`src/rtl/slope_conv_ctrl_pkg.sv`:
```
// Shared definitions for the single-slope conversion controller:
// FSM state encodings and default sizing.
`default_nettype none

package slope_conv_ctrl_pkg;

   localparam logic [1:0] ST_IDLE   = 2'd0;
   localparam logic [1:0] ST_SETTLE = 2'd1;
   localparam logic [1:0] ST_RAMP   = 2'd2;
   localparam logic [1:0] ST_HOLD   = 2'd3;

   localparam int CNT_W_DEF      = 8;
   localparam int SETTLE_CYC_DEF = 4;
   localparam int LAT_COMP_DEF   = 3;

endpackage

`default_nettype wire

```
`src/rtl/sat_up_counter.sv`:
```
// Up-counter with synchronous clear and an at-max flag; holds at full scale
// instead of wrapping.
`default_nettype none

module sat_up_counter #(
   parameter int WIDTH = 8
) (
   input  logic             clk_i,
   input  logic             rst_ni,
   input  logic             clr_i,
   input  logic             en_i,
   output logic [WIDTH-1:0] cnt_o,
   output logic             at_max_o
);

   logic [WIDTH-1:0] cnt_q;

   always_ff @(posedge clk_i or negedge rst_ni) begin
      if (!rst_ni) begin
         cnt_q <= '0;
      end else if (clr_i) begin
         cnt_q <= '0;
      end else if (en_i && !at_max_o) begin
         cnt_q <= cnt_q + WIDTH'(1);
      end
   end

   assign cnt_o    = cnt_q;
   assign at_max_o = &cnt_q;

endmodule

`default_nettype wire

```
`src/rtl/slope_conv_ctrl.sv`:
```
// Single-slope conversion controller: settles and runs the ramp, captures the
// latency-corrected count on comp_pulse and offers it on a valid/ready port.
`default_nettype none

module slope_conv_ctrl
   import slope_conv_ctrl_pkg::*;
#(
   parameter int CNT_W      = CNT_W_DEF,
   parameter int SETTLE_CYC = SETTLE_CYC_DEF,
   parameter int LAT_COMP   = LAT_COMP_DEF
) (
   input  logic             clk_i,
   input  logic             rst_ni,
   input  logic             start_i,
   input  logic             comp_pulse_i,
   output logic             ramp_rst_o,
   output logic             ramp_en_o,
   output logic             busy_o,
   output logic [CNT_W-1:0] result_o,
   output logic             result_valid_o,
   input  logic             result_ready_i,
   output logic             overflow_o
);

   localparam int SW = (SETTLE_CYC > 1) ? $clog2(SETTLE_CYC) : 1;
   localparam logic [SW-1:0]    SETTLE_LAST = SW'(SETTLE_CYC - 1);
   localparam logic [CNT_W-1:0] LAT        = CNT_W'(LAT_COMP);

   logic [1:0]       state_q, state_d;
   logic [SW-1:0]    settle_q, settle_d;
   logic [CNT_W-1:0] result_q, result_d;
   logic             valid_q, valid_d;
   logic             ovf_q, ovf_d;
   logic             ramp_rst_q, ramp_en_q, busy_q;

   logic             cnt_clr, cnt_en, cnt_at_max;
   logic [CNT_W-1:0] cnt;

   sat_up_counter #(
      .WIDTH (CNT_W)
   ) u_ramp_cnt (
      .clk_i    (clk_i),
      .rst_ni   (rst_ni),
      .clr_i    (cnt_clr),
      .en_i     (cnt_en),
      .cnt_o    (cnt),
      .at_max_o (cnt_at_max)
   );

   always_comb begin
      state_d  = state_q;
      settle_d = settle_q;
      result_d = result_q;
      valid_d  = valid_q;
      ovf_d    = ovf_q;
      cnt_clr  = 1'b0;
      cnt_en   = 1'b0;
      case (state_q)
         ST_IDLE: begin
            if (start_i) begin
               state_d  = ST_SETTLE;
               settle_d = '0;
            end
         end
         ST_SETTLE: begin
            if (settle_q == SETTLE_LAST) begin
               state_d = ST_RAMP;
               cnt_clr = 1'b1;
            end else begin
               settle_d = settle_q + SW'(1);
            end
         end
         ST_RAMP: begin
            // A trip on the full-scale cycle is a real reading, not an overflow.
            if (comp_pulse_i) begin
               result_d = (cnt >= LAT) ? (cnt - LAT) : '0;
               ovf_d    = 1'b0;
               valid_d  = 1'b1;
               state_d  = ST_HOLD;
            end else if (cnt_at_max) begin
               result_d = '1;
               ovf_d    = 1'b1;
               valid_d  = 1'b1;
               state_d  = ST_HOLD;
            end else begin
               cnt_en = 1'b1;
            end
         end
         ST_HOLD: begin
            if (result_ready_i) begin
               valid_d = 1'b0;
               state_d = ST_IDLE;
            end
         end
         default: state_d = ST_IDLE;
      endcase
   end

   always_ff @(posedge clk_i or negedge rst_ni) begin
      if (!rst_ni) begin
         state_q    <= ST_IDLE;
         settle_q   <= '0;
         result_q   <= '0;
         valid_q    <= 1'b0;
         ovf_q      <= 1'b0;
         ramp_rst_q <= 1'b1;
         ramp_en_q  <= 1'b0;
         busy_q     <= 1'b0;
      end else begin
         state_q    <= state_d;
         settle_q   <= settle_d;
         result_q   <= result_d;
         valid_q    <= valid_d;
         ovf_q      <= ovf_d;
         ramp_rst_q <= (state_d != ST_RAMP);
         ramp_en_q  <= (state_d == ST_RAMP);
         busy_q     <= (state_d != ST_IDLE);
      end
   end

   assign ramp_rst_o     = ramp_rst_q;
   assign ramp_en_o      = ramp_en_q;
   assign busy_o         = busy_q;
   assign result_o       = result_q;
   assign result_valid_o = valid_q;
   assign overflow_o     = ovf_q;

endmodule

`default_nettype wire

```
`config.mk`:
```
export PLATFORM = sky130hd
export DESIGN_NAME = slope_conv_ctrl
export DESIGN_NICKNAME = d
export VERILOG_FILES = /design/src/rtl/slope_conv_ctrl_pkg.sv /design/src/rtl/sat_up_counter.sv /design/src/rtl/slope_conv_ctrl.sv
export SDC_FILE = /design/constraint.sdc
export NUM_CORES = 1
export LEC_CHECK = 0
export ABC_AREA = 0
export CORE_ASPECT_RATIO = 1.1
export CORE_UTILIZATION = 40
export CTS_BUF_LIST = sky130_fd_sc_hd__clkbuf_4 sky130_fd_sc_hd__clkbuf_8
export DETAILED_ROUTE_END_ITERATION = 12
export GPL_TIMING_DRIVEN = 0
export PLACE_DENSITY = 0.64
export REMOVE_ABC_BUFFERS = 1
export SLEW_MARGIN = 20
export SYNTH_ARGS = -nofsm -noshare
export SYNTH_HDL_FRONTEND = slang
export SYNTH_SLANG_ARGS = --single-unit
```
`constraint.sdc`:
```
create_clock -name clk_i -period 5.35 [get_ports clk_i]
set_input_delay 1.3375 -clock clk_i [delete_from_list [all_inputs] [get_ports clk_i]]
set_output_delay 1.3375 -clock clk_i [all_outputs]
set_load 0.005 [all_outputs]
```
==> results of run 1 <==
==> cells in the final DEF, fill, tap and decap left out, types with 2 or more instances in the layout <==
master | netlist | layout
xnor2_1 | 2 | 2
a21oi_1 | 4 | 4
o21a_1 | 2 | 2
dfrtp_1 | 24 | 24
o21ai_0 | 7 | 7
clkdlybuf4s50_1 | 0 | 16
nor3_1 | 3 | 3
xor2_1 | 4 | 4
nand2_1 | 7 | 7
nor2b_1 | 2 | 2
inv_1 | 3 | 3
nand3_1 | 3 | 3
o22a_1 | 7 | 7
nor2_1 | 20 | 20
ha_1 | 2 | 2
nand4_1 | 3 | 3
o211ai_1 | 2 | 2
clkbuf_4 | 0 | 3
mux2i_1 | 4 | 4
nand2b_1 | 2 | 2
==> power by group <==
part / total (W) / leakage (nW) / switching (W) / internal [W]
clock: 0.0000862 / 0.0177 / 0.0000582 / 0.0000281
combinational: 0.000316 / 0.329 / 0.000122 / 0.000195
sequential: 0.000328 / 0.309 / 0.0000639 / 0.000264
==> final cells by class <==
type | instances | area, sq um | share of cell area, %
Multi-Input combinational cell | 92 | 629.4 | 41.88
Sequential cell | 25 | 626.9 | 41.72
Timing Repair Buffer | 17 | 165.2 | 10.99
Tap cell | 34 | 42.54 | 2.831
Clock buffer | 3 | 22.52 | 1.499
Inverter | 3 | 11.26 | 0.7494
Clock inverter | 1 | 5.005 | 0.3331
==> flip-flops by register name, indices dropped and copies added (netlist names) <==
name,cells
settle_q,2
state_q,2
overflow_o,1
u_ramp_cnt.cnt_o,8
result_valid_o,1
busy_o,1
result_o,8
ramp_rst_o,1
ramp_en_o,1
==> worst paths after layout <==
kind / to / start / slack (ns)
worst max-delay path: ramp_rst_o / ramp_rst_o$_DFF_PN1_ / 2.66
worst min-delay path: result_valid_o$_DFFE_PN0P_ / result_valid_o$_DFFE_PN0P_ / 0.50
worst max register to register: u_ramp_cnt.cnt_o[1]$_DFFE_PN0P_ / u_ramp_cnt.cnt_o[0]$_DFFE_PN0P_ / 3.38
worst min register to register: result_valid_o$_DFFE_PN0P_ / result_valid_o$_DFFE_PN0P_ / 0.50
max in group asynchronous: result_o[4]$_DFFE_PN0P_ / rst_ni / 4.00
min in group asynchronous: state_q[1]$_DFF_PN0_ / rst_ni / 0.98
==> cells by family (layout without fill, tap and decap cells) <==
family                     count (synthesis)  in the layout  synth area share [%]
and+or+nand+nor                           50             50                 20.79
AOI/OAI and AO/OA                         29             29                 16.84
DFF                                       25             25                 47.13
buffers and inverters                     12             24                 5.550
xor gates and xnor gates                   6              6                 3.951
muxes                                      5              5                 3.857
adders and majority gates                  2              2                 1.881
==> metrics by stage <==
step,setup slack (ns),hold WS (ns),area (sq um),util [%]
2_1_floorplan,3.090,0.4740,1267,-
3_3_place_gp,2.435,0.4625,1480,47.74
3_5_place_dp,2.395,0.4673,1480,47.74
4_1_cts,2.641,0.5005,1508,48.63
5_1_grt,2.614,0.5163,1503,48.47
6_report,2.662,0.4954,1503,48.47
==> per-layer routing <==
| metal | vias to the layer above | GRT usage [%] | share of wire, % |
|---|---|---|---|
| met5 | - | 0 | 0 |
| met4 | 0 | 3.659 | 0.89 |
| met3 | 4 | 4.555 | 4.5 |
| met2 | 18 | 24.71 | 49 |
| met1 | 452 | 17.71 | 46 |
| li1 | 479 | - | - |
==> results.toml, run 1 <==
[power]
powerDensity_mw_per_mm2 = 486.4
p_leak_nw = 0.6556
ir_drop_v = 0.0002269
total_power_w = 0.0007309

[yosys]
yosys.area.top_type = "dfrtp_1"
synth_common_cells = "dfrtp_1, nor2_1, nand2_1, o21ai_0, o22a_1"
yosys_warnings = 0
ys_ff_latch = 25
synth.most_common_cell = "dfrtp_1"
ys.flop_type = "dfrtp_1"
syn_area_per_cell_sq_um = 10.31
synth_area_leaders = "dfrtp_1, nor2_1, o22a_1"
synth_edf_count = 0
yosysTopAreaCellShare_pct = 45.16
yosysSeqAreaShare_pct = 47.13
syn_inst = 129
ys_async_sr_fraction_pct = 100.0
synth_cell_types = 40
syn-cell-area_sq_mm = 0.001330

[worst_setup_path]
crit_cells = 1
worst-endpoint-required_ns = 4.01
cp_top_family = "flip-flops"
critical_path_arrival_ns = 1.35
critPathMaxFanout = 1
slowest_delay_ns = 0.54
crit_buf_inv = 1
cp_slowest_cell = "dfstp_2"
end_kind = "output pin"
worst-r2r-cell-count = 5
crit_chain = "clkdlybuf4s50_1"
criticalPathCategory = "reg2out"
cp-start-kind = "flop"

[timing]
fin_skew_ns = 0.006021
hold_viol_final = 0
rsz0062_at_grt = "no"
worst_pin_slew_ns = 0.7001
slew_headroom_pct = 53.16
timing.fmax_ghz = 0.3720
fin_crit_ns = 2.688
final_max_slew_viol_count = 0
fin_setup_tns_ns = 0
setup_viol = 0
period_share_pct = 50.24

[flow_run]
maxCapViolations = 0

[clocking]
cts_htree_levels = 1
clockRootBuffer = "clkbuf_4"
post_cts_buffers = 0
worstSkewPairLatency_ns = 0.32
cts_buffers = 3
ctsResizeCount = 0
clk_pin_slew_ns = 0.14
cts_tree = "built"
clock_path_buffers = 2
hold_buffers = 0
clock-sinks = 25

[finish]
stdcell_count = 175
drive_above_1_share_pct = 9.929
final_nets = 149
syn2layout_area_growth_pct = 12.98
fillers = 302
n_antenna_cell = 0

[global_routing]
grt_antenna_before_repair = 0
grt.overflow.total = 0
grt_pass1_vias = 946
grt_first_pass_wirelength_um = 4119
grt_max_degree = 26
gr-usage-all-layers_pct = 14.53

[die]
dieWidth_um = 56.98
num_rows = 21
coreArea_sq_mm = 0.003100
num_io_pins = 18
die_h_um = 62.48
die-area_sq_mm = 0.003560
start_util_pct = 42.90

[route]
routed_wl_um = 2370
wl_per_cell_um = 13.54
drc = 10
drt_pass1_iterations = 8
via_per_inst = 5.446
ant_nets = 0
vias = 953
drt_iter0_drc = 21

[outcome]
status = "finished, violations left"
violations = "design-rule violations"

[worst_hold_path]
hp-class = "reg2reg"
hold_depth = 1

[placed_design]
io_buffer_count = 17
dp_hpwl_um = 1678
gp_congestion = 0.7674
dp_cells = 171
Note: power is estimated with default switching activity, not from simulation.
==> run 2: changes to the inputs <==
- clock period: 5.35 -> 2.5 ns (I/O delays scaled with it)
==> results of run 2 <==
Same layout as run 1 (identical final DEF). Status: finished, violations left: design-rule violations.
Among the figures that moved: setup slack after placement 2.395 ns -> 0.2572 ns; setup slack after layout 2.662 ns -> 0.5244 ns; hold slack 0.4954 ns -> 0.2651 ns; register-to-register setup slack 3.38 ns -> 0.53 ns; total power 0.0007309 W -> 0.001564 W; worst IR drop on VDD 0.0002269 V -> 0.0004855 V
==> run 3: changes to the inputs <==
- PLACE_DENSITY: 0.64 -> 0.67
- clock period: 2.5 -> 1.62 ns (I/O delays scaled with it)
==> results.toml, run 3 (synthesized netlist as in run 1, its figures left out) <==
[power]
power_switching_w = 0.0008579
intPower_w = 0.001715
ir_drop_v = 0.0009381
pwr-share-comb_pct = 47.2
total_power_w = 0.002573
powerDensity_mw_per_mm2 = 1552
clockPowerShare_pct = 11.4
p_sw_share_pct = 33.35
seqPwrFrac_pct = 41.4
p_leak_nw = 0.8077

[clocking]
worstSkewPairLatency_ns = 0.32
hold_buffers = 0
clock_path_buffers = 2
clk_pin_slew_ns = 0.13
cts_buffers = 3
cts_tree = "built"
clockRootBuffer = "clkbuf_4"
cts_htree_levels = 1
clock-sinks = 25

[worst_setup_path]
critPathMaxFanout = 2
r2r-start = "u_ramp_cnt.cnt_o[1]$_DFFE_PN0P_"
r2r_end = "result_o[6]$_DFFE_PN0P_"
critical_path_arrival_ns = 1.93
r2r_setup_slack_ns = -0.05
cp_slowest_cell = "dfrtp_2"
worst-r2r-cell-count = 6
criticalPathCategory = "reg2reg"
crit_chain = "ha_4 -> or4_4 -> buf_4 -> nor4b_2 -> nor2_1 -> a2bb2oi_1"
end_kind = "flop"
slowest_delay_ns = 0.45
worst-endpoint-required_ns = 1.87
cp-start-kind = "flop"

[finish]
n_antenna_cell = 0
syn2layout_area_growth_pct = 24.65
drive_above_1_share_pct = 23.84
stdcell_count = 185
final_cell_mix = "nor2_1, dfrtp_1, dlymetal6s2s_1, buf_4"
fillers = 275
multi_input_area_sq_um = 675.6
regArea_sq_um = 634.4
final_nets = 159

[timing]
slew_headroom_pct = 63.02
timing.fmax_ghz = 0.5982
worst_pin_slew_ns = 0.5548
final_max_slew_viol_count = 0
period_share_pct = 103.2
setup_viol = 7
fin_crit_ns = 1.672
hold_viol_final = 0
rsz0062_at_grt = "yes"
fin_skew_ns = 0.006603
setup_slack_ns = -0.05169
timing.hold.ws_ns = 0.05512
fin_setup_tns_ns = -0.2160

[route]
vias = 1016
via_per_inst = 5.492
drt_pass1_iterations = 8
routed_wl_um = 2669
ant_nets = 0
drc = 6
drt_iter0_drc = 30
wl_per_cell_um = 14.43

[global_routing]
grt_max_degree = 26
grt_antenna_before_repair = 0
gr-usage-all-layers_pct = 16.30
grt_pass1_vias = 1038
grt.overflow.total = 0
grt_first_pass_wirelength_um = 4574

[flow_run]
maxCapViolations = 0

[die]
num_io_pins = 18
num_rows = 21
die_h_um = 62.48
die-area_sq_mm = 0.003560
start_util_pct = 42.90
dieWidth_um = 56.98
coreArea_sq_mm = 0.003100

[outcome]
violations = "design-rule violations, negative setup slack"
status = "finished, violations left"

[placed_design]
io_buffer_count = 17
dp_cells = 171
gp_congestion = 0.7437
dp_hpwl_um = 1746

[worst_hold_path]
hp-class = "in2async"
## run 3: power groups by stage
stage | registers (W) | clock network, W | logic [W]
final | 0.00107 | 0.000292 | 0.00122
after global routing | 0.00109 | 0.000329 | 0.00133
after CTS | 0.00106 | 0.000307 | 0.00119
after detailed placement | 0.00109 | 0 | 0.00107
after global placement | 0.00108 | 0 | 0.00104
after floorplan | 0.00108 | 0 | 0.000595
## run 3: cell type report
class                      count  share of cell area, %
sequential                    25                  38.26
clock buffer                   4                  1.811
inverter                       3                 0.6792
multi-input combinational     92                  40.75
timing repair buffer          27                  15.92
tap                           34                  2.566
## run 3: stage by stage
step,utilization [%],cell area [sq um],setup slack (ns)
floorplan,-,1267,-0.1226
global placement,47.74,1480,-0.3581
detailed placement,47.74,1480,-0.4043
CTS,51.25,1589,-0.1131
global route,53.47,1658,-0.1336
finish,53.47,1658,-0.05169
## run 3: layer usage
layer | share of wire [%] | global-route usage (%) | vias to the layer above | wire length [um]
met5 | 0 | 0 | - | 0
met4 | 0.49 | 2.744 | 0 | 13
met3 | 3.2 | 4.348 | 2 | 86
met2 | 50 | 28.53 | 15 | 1330
met1 | 46 | 20.24 | 497 | 1238
li1 | - | - | 502 | -
## run 3: worst max path at each step
stage	to	slack, ns	cells past startpoint	from
2_1_floorplan	result_o[2]$_DFFE_PN0P_	-0.12	5	u_ramp_cnt.cnt_o[0]$_DFFE_PN0P_
3_3_place_gp	u_ramp_cnt.cnt_o[1]$_DFFE_PN0P_	-0.36	5	comp_pulse_i
3_5_place_dp	u_ramp_cnt.cnt_o[1]$_DFFE_PN0P_	-0.40	5	comp_pulse_i
4_1_cts	result_o[1]$_DFFE_PN0P_	-0.11	5	u_ramp_cnt.cnt_o[1]$_DFFE_PN0P_
5_1_grt	result_o[3]$_DFFE_PN0P_	-0.13	5	u_ramp_cnt.cnt_o[1]$_DFFE_PN0P_
6_report	result_o[6]$_DFFE_PN0P_	-0.05	6	u_ramp_cnt.cnt_o[1]$_DFFE_PN0P_
## run 3: critical path: cells and delay by family, from the launching register on
family / cells / cell delay (ns)
compound gates: 1 / 0.14
flops: 1 / 0.45
simple gates: 3 / 0.69
fa+ha+maj: 1 / 0.17
buf+inv: 1 / 0.16
## run 3: repair_timing
action                                  4_1_cts  5_1_grt
pin swaps                                     6        1
buffers inserted                              6        4
cloned                                        0        0
endpoints found under the setup margin       19       23
gates resized for setup                      13       15
